<file path="config.mk">
export PLATFORM = sky130hd
export DESIGN_NAME = sha2_padder
export DESIGN_NICKNAME = d
export VERILOG_FILES = /design/src/rtl/sha2_padder.sv
export SDC_FILE = /design/constraint.sdc
export NUM_CORES = 1
export LEC_CHECK = 0
export ABC_AREA = 0
export BUFFER_PORTS_ARGS = -buffer_cell sky130_fd_sc_hd__buf_4
export CORE_AREA = 2 2 327 329
export DETAILED_ROUTE_END_ITERATION = 8
export DIE_AREA = 0 0 329 331
export GPL_TIMING_DRIVEN = 0
export RECOVER_POWER = 100
export SLEW_MARGIN = 20
export SYNTH_ARGS = -nofsm -noshare
export SYNTH_HDL_FRONTEND = slang
export SYNTH_SLANG_ARGS = --single-unit
</file>
<file path="constraint.sdc">
create_clock -name axis_aclk -period 3.9 [get_ports axis_aclk]
set_input_delay 0.195 -clock axis_aclk [delete_from_list [all_inputs] [get_ports axis_aclk]]
set_output_delay 0.195 -clock axis_aclk [all_outputs]
set_load 0.02 [all_outputs]
</file>
<file path="src/rtl/sha2_padder.sv">
// SHA-2 message padder: packs 64-bit AXIS words into 512-bit beats and appends 0x80, zero fill and length.
// Codec is the varint in s_axis_tuser[15:0], first varint byte in [15:8]; SHA2-384/512 select 1024-bit blocks.
module sha2_padder #(
  parameter int C_S_AXIS_DATA_WIDTH = 64,
  parameter int C_M_AXIS_DATA_WIDTH = 512,
  parameter int C_AXIS_TUSER_WIDTH  = 128
) (
  input  logic                             axis_aclk,
  input  logic                             axis_resetn,
  input  logic [C_S_AXIS_DATA_WIDTH-1:0]   s_axis_tdata,
  input  logic [C_S_AXIS_DATA_WIDTH/8-1:0] s_axis_tkeep,
  input  logic [C_AXIS_TUSER_WIDTH-1:0]    s_axis_tuser,
  input  logic                             s_axis_tvalid,
  output logic                             s_axis_tready,
  input  logic                             s_axis_tlast,
  output logic [C_M_AXIS_DATA_WIDTH-1:0]   m_axis_tdata,
  output logic [C_AXIS_TUSER_WIDTH-1:0]    m_axis_tuser,
  output logic                             m_axis_tvalid,
  input  logic                             m_axis_tready,
  output logic                             m_axis_tlast
);

  localparam int KEEP_W = C_S_AXIS_DATA_WIDTH / 8;

  typedef enum logic [2:0] {IDLE, FILL, PAD, EXTRA, HOLD} state_t;

  state_t                           state;
  state_t                           next_after;
  logic [C_M_AXIS_DATA_WIDTH-1:0]   beat;
  logic [60:0]                      byte_cnt;
  logic [2:0]                       word_idx;
  logic [6:0]                       pad_pos;
  logic                             mode_1024;
  logic                             half;
  logic                             first;
  logic                             pend_80;
  logic [C_S_AXIS_DATA_WIDTH-1:0]   s_word;
  logic [3:0]                       keep_cnt;
  logic [63:0]                      bit_len;
  logic [63:0]                      len_be;
  logic                             final_beat;

  // Varint codec decode; anything that is not SHA2-384/512 falls back to 512-bit mode.
  function automatic logic is_wide(input logic [15:0] field);
    logic [7:0]  b0;
    logic [7:0]  b1;
    logic [13:0] code;
    b0 = field[15:8];
    b1 = field[7:0];
    if (!b0[7])
      code = {7'd0, b0[6:0]};
    else if (!b1[7])
      code = {b1[6:0], b0[6:0]};
    else
      code = 14'h3FFF;
    return (code == 14'h0013) || (code == 14'h0020);
  endfunction

  always_comb begin
    s_word   = '0;
    keep_cnt = '0;
    for (int k = 0; k < KEEP_W; k++) begin
      if (s_axis_tkeep[k]) begin
        s_word[8*k +: 8] = s_axis_tdata[8*k +: 8];
        keep_cnt         = keep_cnt + 4'd1;
      end
    end
  end

  // Bit count is big-endian in beat bytes 56..63 of every final beat, in both modes.
  assign bit_len = {byte_cnt, 3'b000};

  always_comb begin
    len_be = '0;
    for (int k = 0; k < 8; k++)
      len_be[8*k +: 8] = bit_len[8*(7-k) +: 8];
  end

  assign final_beat    = !mode_1024 || half;
  assign s_axis_tready = (state == FILL);
  assign m_axis_tdata  = beat;

  always_ff @(posedge axis_aclk or negedge axis_resetn) begin
    if (!axis_resetn) begin
      state         <= IDLE;
      next_after    <= IDLE;
      beat          <= '0;
      byte_cnt      <= '0;
      word_idx      <= '0;
      pad_pos       <= '0;
      mode_1024     <= 1'b0;
      half          <= 1'b0;
      first         <= 1'b1;
      pend_80       <= 1'b0;
      m_axis_tuser  <= '0;
      m_axis_tvalid <= 1'b0;
      m_axis_tlast  <= 1'b0;
    end else begin
      case (state)
        IDLE: begin
          beat     <= '0;
          byte_cnt <= '0;
          word_idx <= '0;
          half     <= 1'b0;
          pend_80  <= 1'b0;
          first    <= 1'b1;
          if (s_axis_tvalid)
            state <= FILL;
        end

        FILL: begin
          if (s_axis_tvalid) begin
            beat[{word_idx, 6'd0} +: 64] <= s_word;
            byte_cnt <= byte_cnt + 61'(keep_cnt);
            if (first) begin
              first        <= 1'b0;
              m_axis_tuser <= s_axis_tuser;
              mode_1024    <= is_wide(s_axis_tuser[15:0]);
            end
            if (s_axis_tlast) begin
              pad_pos  <= 7'({word_idx, 3'b000}) + 7'(keep_cnt);
              word_idx <= '0;
              state    <= PAD;
            end else if (word_idx == 3'd7) begin
              word_idx      <= '0;
              m_axis_tvalid <= 1'b1;
              m_axis_tlast  <= 1'b0;
              next_after    <= FILL;
              state         <= HOLD;
            end else begin
              word_idx <= word_idx + 3'd1;
            end
          end
        end

        // A full last word leaves no room, so the 0x80 moves to byte 0 of the next beat.
        PAD: begin
          m_axis_tvalid <= 1'b1;
          state         <= HOLD;
          if (pad_pos[6]) begin
            pend_80      <= 1'b1;
            m_axis_tlast <= 1'b0;
            next_after   <= EXTRA;
          end else begin
            beat[{pad_pos[5:0], 3'b000} +: 8] <= 8'h80;
            if (final_beat && (pad_pos <= (mode_1024 ? 7'd47 : 7'd55))) begin
              beat[511:448] <= len_be;
              m_axis_tlast  <= 1'b1;
              next_after    <= IDLE;
            end else begin
              m_axis_tlast <= 1'b0;
              next_after   <= EXTRA;
            end
          end
        end

        EXTRA: begin
          beat <= '0;
          if (pend_80)
            beat[7:0] <= 8'h80;
          pend_80       <= 1'b0;
          m_axis_tvalid <= 1'b1;
          state         <= HOLD;
          if (final_beat) begin
            beat[511:448] <= len_be;
            m_axis_tlast  <= 1'b1;
            next_after    <= IDLE;
          end else begin
            m_axis_tlast <= 1'b0;
            next_after   <= EXTRA;
          end
        end

        HOLD: begin
          if (m_axis_tready) begin
            m_axis_tvalid <= 1'b0;
            m_axis_tlast  <= 1'b0;
            beat          <= '0;
            if (mode_1024)
              half <= ~half;
            if (next_after == IDLE)
              byte_cnt <= '0;
            state <= next_after;
          end
        end

        default: state <= IDLE;
      endcase
    end
  end

endmodule

</file>
Word-level counts from Yosys, hierarchy flattened

Index checks and enable logic that the tools add are counted.

Add/sub/neg operators: 12
Shifts and indexed selects: 4
Mux-type cells: 71
Reduce and logical (&&, ||, !) cells: 27
Bitwise logic cells: 1
$lt $le $gt $ge: 1
Equality and inequality tests: 17

Operator list:

| cell                                                         | count |
|---|---|
| one-hot mux 512 bit (5 select lines)                         | 1 |
| 2-to-1 mux 512 bit                                           | 3 |
| bitwise mux 512 bit                                          | 2 |
| variable shift 64 x 11 -> 512 bit (first input constant)     | 1 |
| variable shift 8 x 11 -> 512 bit (first input constant)      | 1 |
| indexed part select 64 x 11 -> 512 bit                       | 1 |
| indexed part select 8 x 11 -> 512 bit (first input constant) | 1 |
| 2-to-1 mux 61 bit                                            | 3 |
| one-hot mux 61 bit (3 select lines)                          | 1 |
| 2-to-1 mux 64 bit                                            | 2 |
| 2-to-1 mux 8 bit                                             | 9 |
| 2-to-1 mux 14 bit                                            | 5 |
| adder 61 x 4 -> 61 bit                                       | 1 |
| 2-to-1 mux 3 bit                                             | 11 |
| adder 4 x 1 -> 4 bit (second input constant)                 | 7 |
| 2-to-1 mux 4 bit                                             | 7 |
| negation 9 -> 11 bit                                         | 2 |
| != test 2 bit (second input constant)                        | 8 |
| AND reduction 4 bit                                          | 4 |
| 2-to-1 mux 1 bit                                             | 15 |
| == test 14 x 5 -> 1 bit (second input constant)              | 1 |
| == test 14 x 6 -> 1 bit (second input constant)              | 1 |
| one-hot mux 3 bit (4 select lines)                           | 1 |
| AND reduction 5 bit                                          | 2 |
| 27 further kinds                                             | 43 |

Input port bits: 205
Word-level logic and storage cells: 146
Flip-flop bits (word level): 723
Output and inout port bits: 643

Logic depth before layout (Yosys ltp)

Gate-level depths: netlist (run 1).

Depth in word-level cells: 18
Gate-level depth with buffers: 26
Gate-level depth less buffers: 23

Worst setup path before layout (run 1)

OpenSTA, ideal clock, no wires.

Path kind: input to register
Start: in s_axis_tkeep[0]
End: reg byte_cnt[60]
Cell stages on the path: 26
Setup time: 78 ps
Path slack: -1,857 ps
Data required time: 3,822 ps
Buffers on the path: 3
Data arrival time: 5,679 ps
Cells stage by stage: clkbuf_1 > inv_1 > ha_1 > clkbuf_1 > xor2_1 > ha_1 > mux2i_1 > mux2_2 > a41oi_1 > ha_1 > nor2b_1 > a21oi_1 > xnor2_1 > mux2_2 > ha_1 > nor2_1 > a21oi_1 > inv_1 > fa_1 > nor2b_1 > o21ai_0 > a2111o_1 > buf_2 > nor2_1 > or4b_1 > a21oi_1

Cells in the longest elaborated chain, start to end: 18

Ends and longest elaborated chain:

| what                                  | RTL line | text |
|---|---|---|
| start: declaration                    | 11       | `input logic [C_S_AXIS_DATA_WIDTH/8-1:0] s_axis_tkeep,` |
| 2-to-1 mux 1 bit *                    | 63       | `if (s_axis_tkeep[k]) begin` |
| adder 4 x 1 -> 4 bit                  | 65       | `keep_cnt = keep_cnt + 4'd1;` |
| 2-to-1 mux 4 bit *                    | 63       |  |
| adder 4 x 1 -> 4 bit                  | 65       |  |
| 2-to-1 mux 4 bit *                    | 63       |  |
| adder 4 x 1 -> 4 bit                  | 65       |  |
| 2-to-1 mux 4 bit *                    | 63       |  |
| adder 4 x 1 -> 4 bit                  | 65       |  |
| [3 not listed]                        | --       |  |
| adder 4 x 1 -> 4 bit                  | 65       |  |
| 2-to-1 mux 4 bit *                    | 63       |  |
| adder 4 x 1 -> 4 bit                  | 65       |  |
| 2-to-1 mux 4 bit *                    | 63       |  |
| via keep_cnt[1]                       | 38       | `logic [3:0] keep_cnt;` |
| adder 61 x 4 -> 61 bit *              | 114      | `byte_cnt <= byte_cnt + 61'(keep_cnt);` |
| 2-to-1 mux 61 bit *                   | 112      | `if (s_axis_tvalid) begin` |
| one-hot mux 61 bit (3 select lines) * | 99       | `case (state)` |
| end signal: assignment                | 114      |  |
| end: declaration                      | 30       | `logic [60:0] byte_cnt;` |

The timed path passes the listed nets; every way through them passes the cells marked *. The select of a mux whose other input is x is not followed.
A chain may end at the register's enable or synchronous reset.

Final worst setup path (run 1)

Start: in s_axis_tkeep[1]
End: reg byte_cnt[58]

Cells in the longest elaborated chain, start to end: 16

Ends and longest elaborated chain:

| what                                  | RTL line |
|---|---|
| 2-to-1 mux 4 bit *                    | 63 |
| adder 4 x 1 -> 4 bit                  | 65 |
| 2-to-1 mux 4 bit *                    | 63 |
| adder 4 x 1 -> 4 bit                  | 65 |
| 2-to-1 mux 4 bit *                    | 63 |
| adder 4 x 1 -> 4 bit                  | 65 |
| 2-to-1 mux 4 bit *                    | 63 |
| adder 4 x 1 -> 4 bit                  | 65 |
| 2-to-1 mux 4 bit *                    | 63 |
| adder 4 x 1 -> 4 bit                  | 65 |
| 2-to-1 mux 4 bit *                    | 63 |
| adder 4 x 1 -> 4 bit                  | 65 |
| 2-to-1 mux 4 bit *                    | 63 |
| via keep_cnt[1]                       | 38 |
| adder 61 x 4 -> 61 bit *              | 114 |
| 2-to-1 mux 61 bit *                   | 112 |
| one-hot mux 61 bit (3 select lines) * | 99 |

Marks and branches as above.

==> metrics, run 1 <==
status complete, but fails checks; failing checks max-capacitance violations, max-slew violations, negative setup slack; Worst EP arrival 5.43 ns; hold path depth 3; Crit path largest cell delay 0.46 ns; I/O pin count 848; WS Path Type primary input to flip-flop; Area Overhead vs Synth 35.39%; final worst path period need 4.844 ns; TritonCTS Buffers 81; Worst Hold Class primary input to flip-flop; CTS HTree Levels 3; total track usage 0.3002; CTS max path bufs 3; number of global-route vias before repair 29490; die area 108900 µm²; share of cells above drive strength 1 0.1670; vias 29380; nets 4028; die height 331 µm; largest net degree at the start of global routing 94; final count of hold timing violations 0; Synth Flop Type dfrtp_1; Clk pin slew, worst setup/hold paths 0.06 ns; FF+latch area 18070 µm²; Final setup viols 119; CORE AREA 105000 µm²; Die W 329 µm; sw power 12.85 mW; # clock sinks 722; Multi-input gate area 12790 µm²; type of origin of the critical path primary input; post-detail-place hpwl 128.4 mm; Worst Path Max Fanout 3; initial antenna violation count 21; first-pass GRT wire length 231.3 mm; CP Data Required Time 4.49 ns; total grt overflow 0; Comb pwr share 0.408; CP startpoint s_axis_tkeep[1]; 1st-iter DRT viols 2391; Mapped Area 31060 µm²; Synth top area share 0.5809; Ys Warns 0; FF+latch count, synth 722; Reg-to-Reg End m_axis_tdata[353]$_DFFE_PN0P_; relative slew slack -1.134; fmax 206.4 MHz; Async S/R FF share, synth 1.000; Post-Route WL 168.1 mm; DR WL/cell 31.98 µm; IO buf count 843; Area contributors post-synth dfrtp_1, o2bb2ai_1, mux2_2; non-filler cells, final 5258; post-synthesis sequential area ratio 0.5817; final worst setup slack -0.9442 ns; R2R Setup Slk -0.43 ns; ANT nets after route 0; Crit Reg-Reg Startpoint word_idx[1]$_DFFE_PN0P_; Final period util 1.242; fin. max-slew vios 52; Placed Cells 4930; Min Hold Slack 0.07029 ns; most common cell after layout, fill and taps aside clkbuf_1; Avg Cell Area, Syn 11.56 µm²; Hold Crit Start s_axis_tdata[61]; Clock Latency Late Sink 0.68 ns; Distinct cells, synth 82; fillcell total 10670; r2r worst-path depth 8; CTS tree yes; most frequent cells in the layout clkbuf_1, dfrtp_1, o2bb2ai_1; skew final 0.03947 ns; RD Place Congestion 0.9869; total power 28.65 mW; Pleak 17.57 nW; RSZ-0062 raised after global routing true; TritonRoute pass-1 iters 7; via/cell ratio 5.588; Hold EP m_axis_tdata[189]$_DFFE_PN0P_; Reg power frac 0.314; Slew @ Worst Pin 3.202 ns; CP max stage cell a2111o_1; clock power share 0.278; PwrDens 681.2 nW/µm²; # rows 119; Mapped Nets 2920; switching part of the total power 0.4484; P_int 15.80 mW; clock root buffer clkbuf_16; # DRC 0; post-synth top area cell dfrtp_1; initial core utilization 0.2959; Peak VDD IR 0.0006101 V; Gate Count Post-Synth 2688; Max Cap Viol 1; EDFF count, synth 0; Crit. End Element flip-flop
## cell type report
class | instances | area share
Tap cell | 1391 | 0.04139
Sequential cell | 722 | 0.4297
Antenna cell | 11 | 0.0006545
Inverter | 38 | 0.003689
Clock buffer | 112 | 0.05477
Buffer | 164 | 0.01717
Multi-Input combinational cell | 1760 | 0.3042
Timing Repair Buffer | 1029 | 0.1389
Clock inverter | 31 | 0.009550
## synthesized netlist by cell type (5+ instances only)
cell       count
nor2b_1       10
a221o_1       28
and3_1         9
o21ai_0      142
or2_2          7
dfrtp_1      721
or3_1         22
o31ai_1        9
ha_1          26
buf_1         14
o221ai_1       6
xnor2_1       25
xor2_1        18
mux2_2       135
nand3_1       52
o2bb2ai_1    386
o21a_1         5
o22ai_1       41
nand2b_1      10
inv_1         36
o211ai_1      20
nor3_1        40
o21ai_1       41
nand2_1      218
a32oi_1        9
a21o_1         5
a2bb2oi_1     11
a31oi_1        5
nand3b_1       5
buf_2         18
a22o_1        50
nor2_1       153
nor4_1        12
and2_1        12
nand4_1       36
mux2i_1       15
a21oi_1      116
and4_1         5
clkbuf_1     135
## routing by layer
layer | part of all wire | global-route usage | routed length, µm | up-vias
li1 | - | - | - | 12340
met1 | 0.37 | 0.3494 | 61650 | 15190
met2 | 0.48 | 0.4960 | 80020 | 1420
met3 | 0.083 | 0.08069 | 14010 | 432
met4 | 0.074 | 0.1803 | 12440 | 2
met5 | 0.000077 | 0 | 13 | -
## critical path, delay by kind of cell
kind,cells,cell delay [ns]
buffers and inverters,5,0.47
AND/OR/NAND/NOR,5,1.12
multiplexers,3,0.84
adder cells (fa/ha/maj),5,1.46
AO/OA/AOI/OAI,6,1.07
XOR/XNOR,2,0.29
## sequential cells by signal (all words and copies together) (netlist names)
| register | flops |
|---|---|
| pad_pos | 7 |
| state | 3 |
| first | 1 |
| m_axis_tdata | 512 |
| byte_cnt | 61 |
| pend_80 | 1 |
| m_axis_tvalid | 1 |
| word_idx | 3 |
| m_axis_tuser | 128 |
| half | 1 |
| next_after | 2 |
| mode_1024 | 1 |
| m_axis_tlast | 1 |
## stage by stage
step / util / worst slack (ns) / instance area [µm²] / setup TNS, ns
final: 0.4006 / -0.9442 / 42050 / -53.92
after global routing: 0.4005 / -1.082 / 42040 / -146.93
after CTS: 0.4219 / -1.082 / 44290 / -30.47
after detailed placement: 0.3770 / -2.243 / 39570 / -135.43
after global placement: 0.3747 / -5.921 / 39330 / -4320.68
after floorplan: - / -1.206 / 31260 / -45.03
## what timing repair did
| action | in CTS | in global routing |
|---|---|---|
| pin swaps | 40 | 33 |
| endpoints found under the setup margin | 242 | 236 |
| hold buffers | 139 | 0 |
| gates resized for setup | 90 | 53 |
| hold endpoints to repair | 362 | 0 |
| cloned | 2 | 0 |
| setup buffers | 26 | 13 |
## worst max path at each step
stage | end | slack, ns | cells past startpoint
floorplan | byte_cnt[58]$_DFFE_PN0P_ | -1.21 | 25
global placement | m_axis_tdata[328]$_DFFE_PN0P_ | -5.92 | 1
detailed placement | byte_cnt[48]$_DFFE_PN0P_ | -2.24 | 27
CTS | byte_cnt[58]$_DFFE_PN0P_ | -1.08 | 26
global route | byte_cnt[58]$_DFFE_PN0P_ | -1.08 | 26
finish | byte_cnt[58]$_DFFE_PN0P_ | -0.94 | 26
## kinds of logic (layout without fill, tap and decap cells)
group	count (synthesis)	count (layout)	synth area share
adder cells (fa/ha/maj)	27	27	0.01112
other	0	11	0
AND/OR/NAND/NOR	621	621	0.09515
multiplexers	151	151	0.05450
AO/OA/AOI/OAI	916	916	0.2182
buffers and inverters	206	1374	0.02574
XOR/XNOR	45	45	0.01357
flip-flops	722	722	0.5817
## power by group through the flow
stage | registers, mW | clock network, mW | logic, mW
final | 9.00 | 7.97 | 11.7
after global routing | 9.08 | 8.32 | 12.2
after CTS | 8.99 | 8.04 | 12.1
after detailed placement | 9.08 | 0 | 11.8
after global placement | 9.07 | 0 | 11.7
after floorplan | 9.96 | 0 | 5.08
No activity file was read; power rests on OpenSTA's default activity.
==> run 2: changes to the inputs <==
--- a/config.mk
+++ b/config.mk
@@ -8,6 +8,7 @@
 export ABC_AREA = 0
 export BUFFER_PORTS_ARGS = -buffer_cell sky130_fd_sc_hd__buf_4
 export CORE_AREA = 2 2 327 329
+export CTS_BUF_LIST = sky130_fd_sc_hd__clkbuf_16
 export DETAILED_ROUTE_END_ITERATION = 8
 export DIE_AREA = 0 0 329 331
 export GPL_TIMING_DRIVEN = 0
==> run 2 against run 1 <==
Against the previous run: the run still ends with max-capacitance violations, max-slew violations, negative setup slack left; largest power group unchanged; critical path type unchanged; sequential power about the same; sequential share of layout area increased by 0.21 points; cell count about the same.
==> metrics, run 2 (synthesized netlist as in run 1, its figures left out) <==
Final period util 1.251; sw power 12.82 mW; Slew @ Worst Pin 3.172 ns; most common cell after layout, fill and taps aside clkbuf_1; clock power share 0.269; total grt overflow 0; largest net degree at the start of global routing 94; failing checks max-capacitance violations, max-slew violations, negative setup slack; Worst EP arrival 5.46 ns; Final setup viols 114; Max Cap Viol 1; CORE AREA 105000 µm²; Die W 329 µm; initial core utilization 0.2959; Setup WS pre-CTS -2.243 ns; CP Data Required Time 4.48 ns; WS Path Type primary input to flip-flop; Clock Latency Late Sink 0.68 ns; ANT nets after route 0; CTS HTree Levels 3; most frequent cells in the layout clkbuf_1, dfrtp_1, o2bb2ai_1; Worst Path Max Fanout 3; CTS tree yes; clock root buffer clkbuf_16; PwrDens 675.4 nW/µm²; Crit. End Element flip-flop; Pleak 17.53 nW; # rows 119; final worst path period need 4.878 ns; skew final 0.03985 ns; 1st-iter DRT viols 2697; Area Overhead vs Synth 34.72%; Min Hold Slack 0.07308 ns; RD Place Congestion 0.9869; die area 108900 µm²; TritonRoute pass-1 iters 6; CTS max path bufs 3; post-detail-place hpwl 128.4 mm; total power 28.26 mW; vias 29320; initial antenna violation count 21; via/cell ratio 5.579; # clock sinks 722; IO buf count 843; nets 4029; TritonCTS Buffers 81; fin. max-slew vios 52; first-pass GRT wire length 231.3 mm; die height 331 µm; P_int 15.45 mW; total track usage 0.3001; Reg power frac 0.318; relative slew slack -1.115; type of origin of the critical path primary input; Peak VDD IR 0.0006011 V; switching part of the total power 0.4535; I/O pin count 848; max reg flops 512; final worst setup slack -0.9778 ns; Clk pin slew, worst setup/hold paths 0.06 ns; share of cells above drive strength 1 0.1610; Comb pwr share 0.413; setup_tns -54.17 ns; final count of hold timing violations 0; hold path depth 3; # DRC 0; number of global-route vias before repair 29490; fmax 205.0 MHz; RSZ-0062 raised after global routing true; status complete, but fails checks; r2r worst-path depth 8; Worst Hold Class primary input to flip-flop; DR WL/cell 31.92 µm; Post-Route WL 167.8 mm
-- run 2: area by class of cell --
cell class                      instances  area (µm²)
Fill cell                           10680       63120
Inverter                               38       155.1
Antenna cell                            8       20.02
Multi-Input combinational cell       1760       12750
Tap cell                             1391        1740
Timing Repair Buffer                 1030        5843
Clock buffer                           81        2027
Clock inverter                         62       518.0
Sequential cell                       722       18070
Buffer                                164       721.9
-- run 2: worst paths after layout --
kind	startpoint	endpoint	slack, ns
max	s_axis_tkeep[1]	byte_cnt[58]$_DFFE_PN0P_	-0.98
min	s_axis_tdata[60]	m_axis_tdata[60]$_DFFE_PN0P_	0.07
max reg2reg	word_idx[1]$_DFFE_PN0P_	m_axis_tdata[353]$_DFFE_PN0P_	-0.44
min reg2reg	m_axis_tdata[506]$_DFFE_PN0P_	m_axis_tdata[506]$_DFFE_PN0P_	0.48
max in group asynchronous	axis_resetn	m_axis_tdata[484]$_DFFE_PN0P_	0.16
min in group asynchronous	axis_resetn	m_axis_tuser[104]$_DFFE_PN0P_	1.15
-- run 2: repair_timing --
item | 4_1_cts | 5_1_grt
gates cloned | 2 | 0
pin swaps | 38 | 30
setup buffers | 26 | 14
gates resized for setup | 80 | 53
hold buffers | 139 | 0
endpoints found under the setup margin | 242 | 242
endpoints found under the hold margin | 362 | 0
-- run 2: power groups by stage --
stage | clock, mW | combinational, mW | sequential, mW
after global placement | 0 | 11.7 | 9.07
after global routing | 7.94 | 12.2 | 9.08
after detailed placement | 0 | 11.8 | 9.08
after floorplan | 0 | 5.08 | 9.96
final | 7.60 | 11.7 | 9.00
after CTS | 7.67 | 12.1 | 8.99
-- run 2: worst max-delay path, stage by stage --
cell	delay [ns]
buf_8	0.10
clkbuf_16	0.14
inv_8	0.05
ha_4	0.20
buf_8	0.12
xor2_1	0.13
ha_1	0.35
mux2i_1	0.21
mux2_4	0.34
a41oi_2	0.19
ha_1	0.26
nor2b_2	0.15
a21oi_2	0.06
xnor2_1	0.16
mux2_4	0.29
ha_4	0.28
nor2_4	0.03
a21oi_4	0.16
inv_2	0.06
fa_2	0.38
nor2b_4	0.15
o21ai_4	0.09
a2111o_1	0.47
or4_4	0.47
or3_4	0.34
a21oi_2	0.11
-- run 2: stage by stage --
step	utilization	std cells	instance area, µm²
after floorplan	-	2688	31260
after global placement	0.3747	4922	39330
after detailed placement	0.3770	4930	39570
after CTS	0.4198	5239	44060
after global routing	0.3986	5254	41840
final	0.3986	5256	41850
-- run 2: routing by layer --
layer | share of wire | up-vias | GRT usage | routed length, µm
met3 | 0.086 | 431 | 0.08110 | 14370
met5 | 0.000077 | - | 0 | 13
li1 | - | 12340 | - | -
met2 | 0.48 | 1483 | 0.4955 | 79950
met4 | 0.073 | 2 | 0.1819 | 12230
met1 | 0.36 | 15070 | 0.3486 | 61220
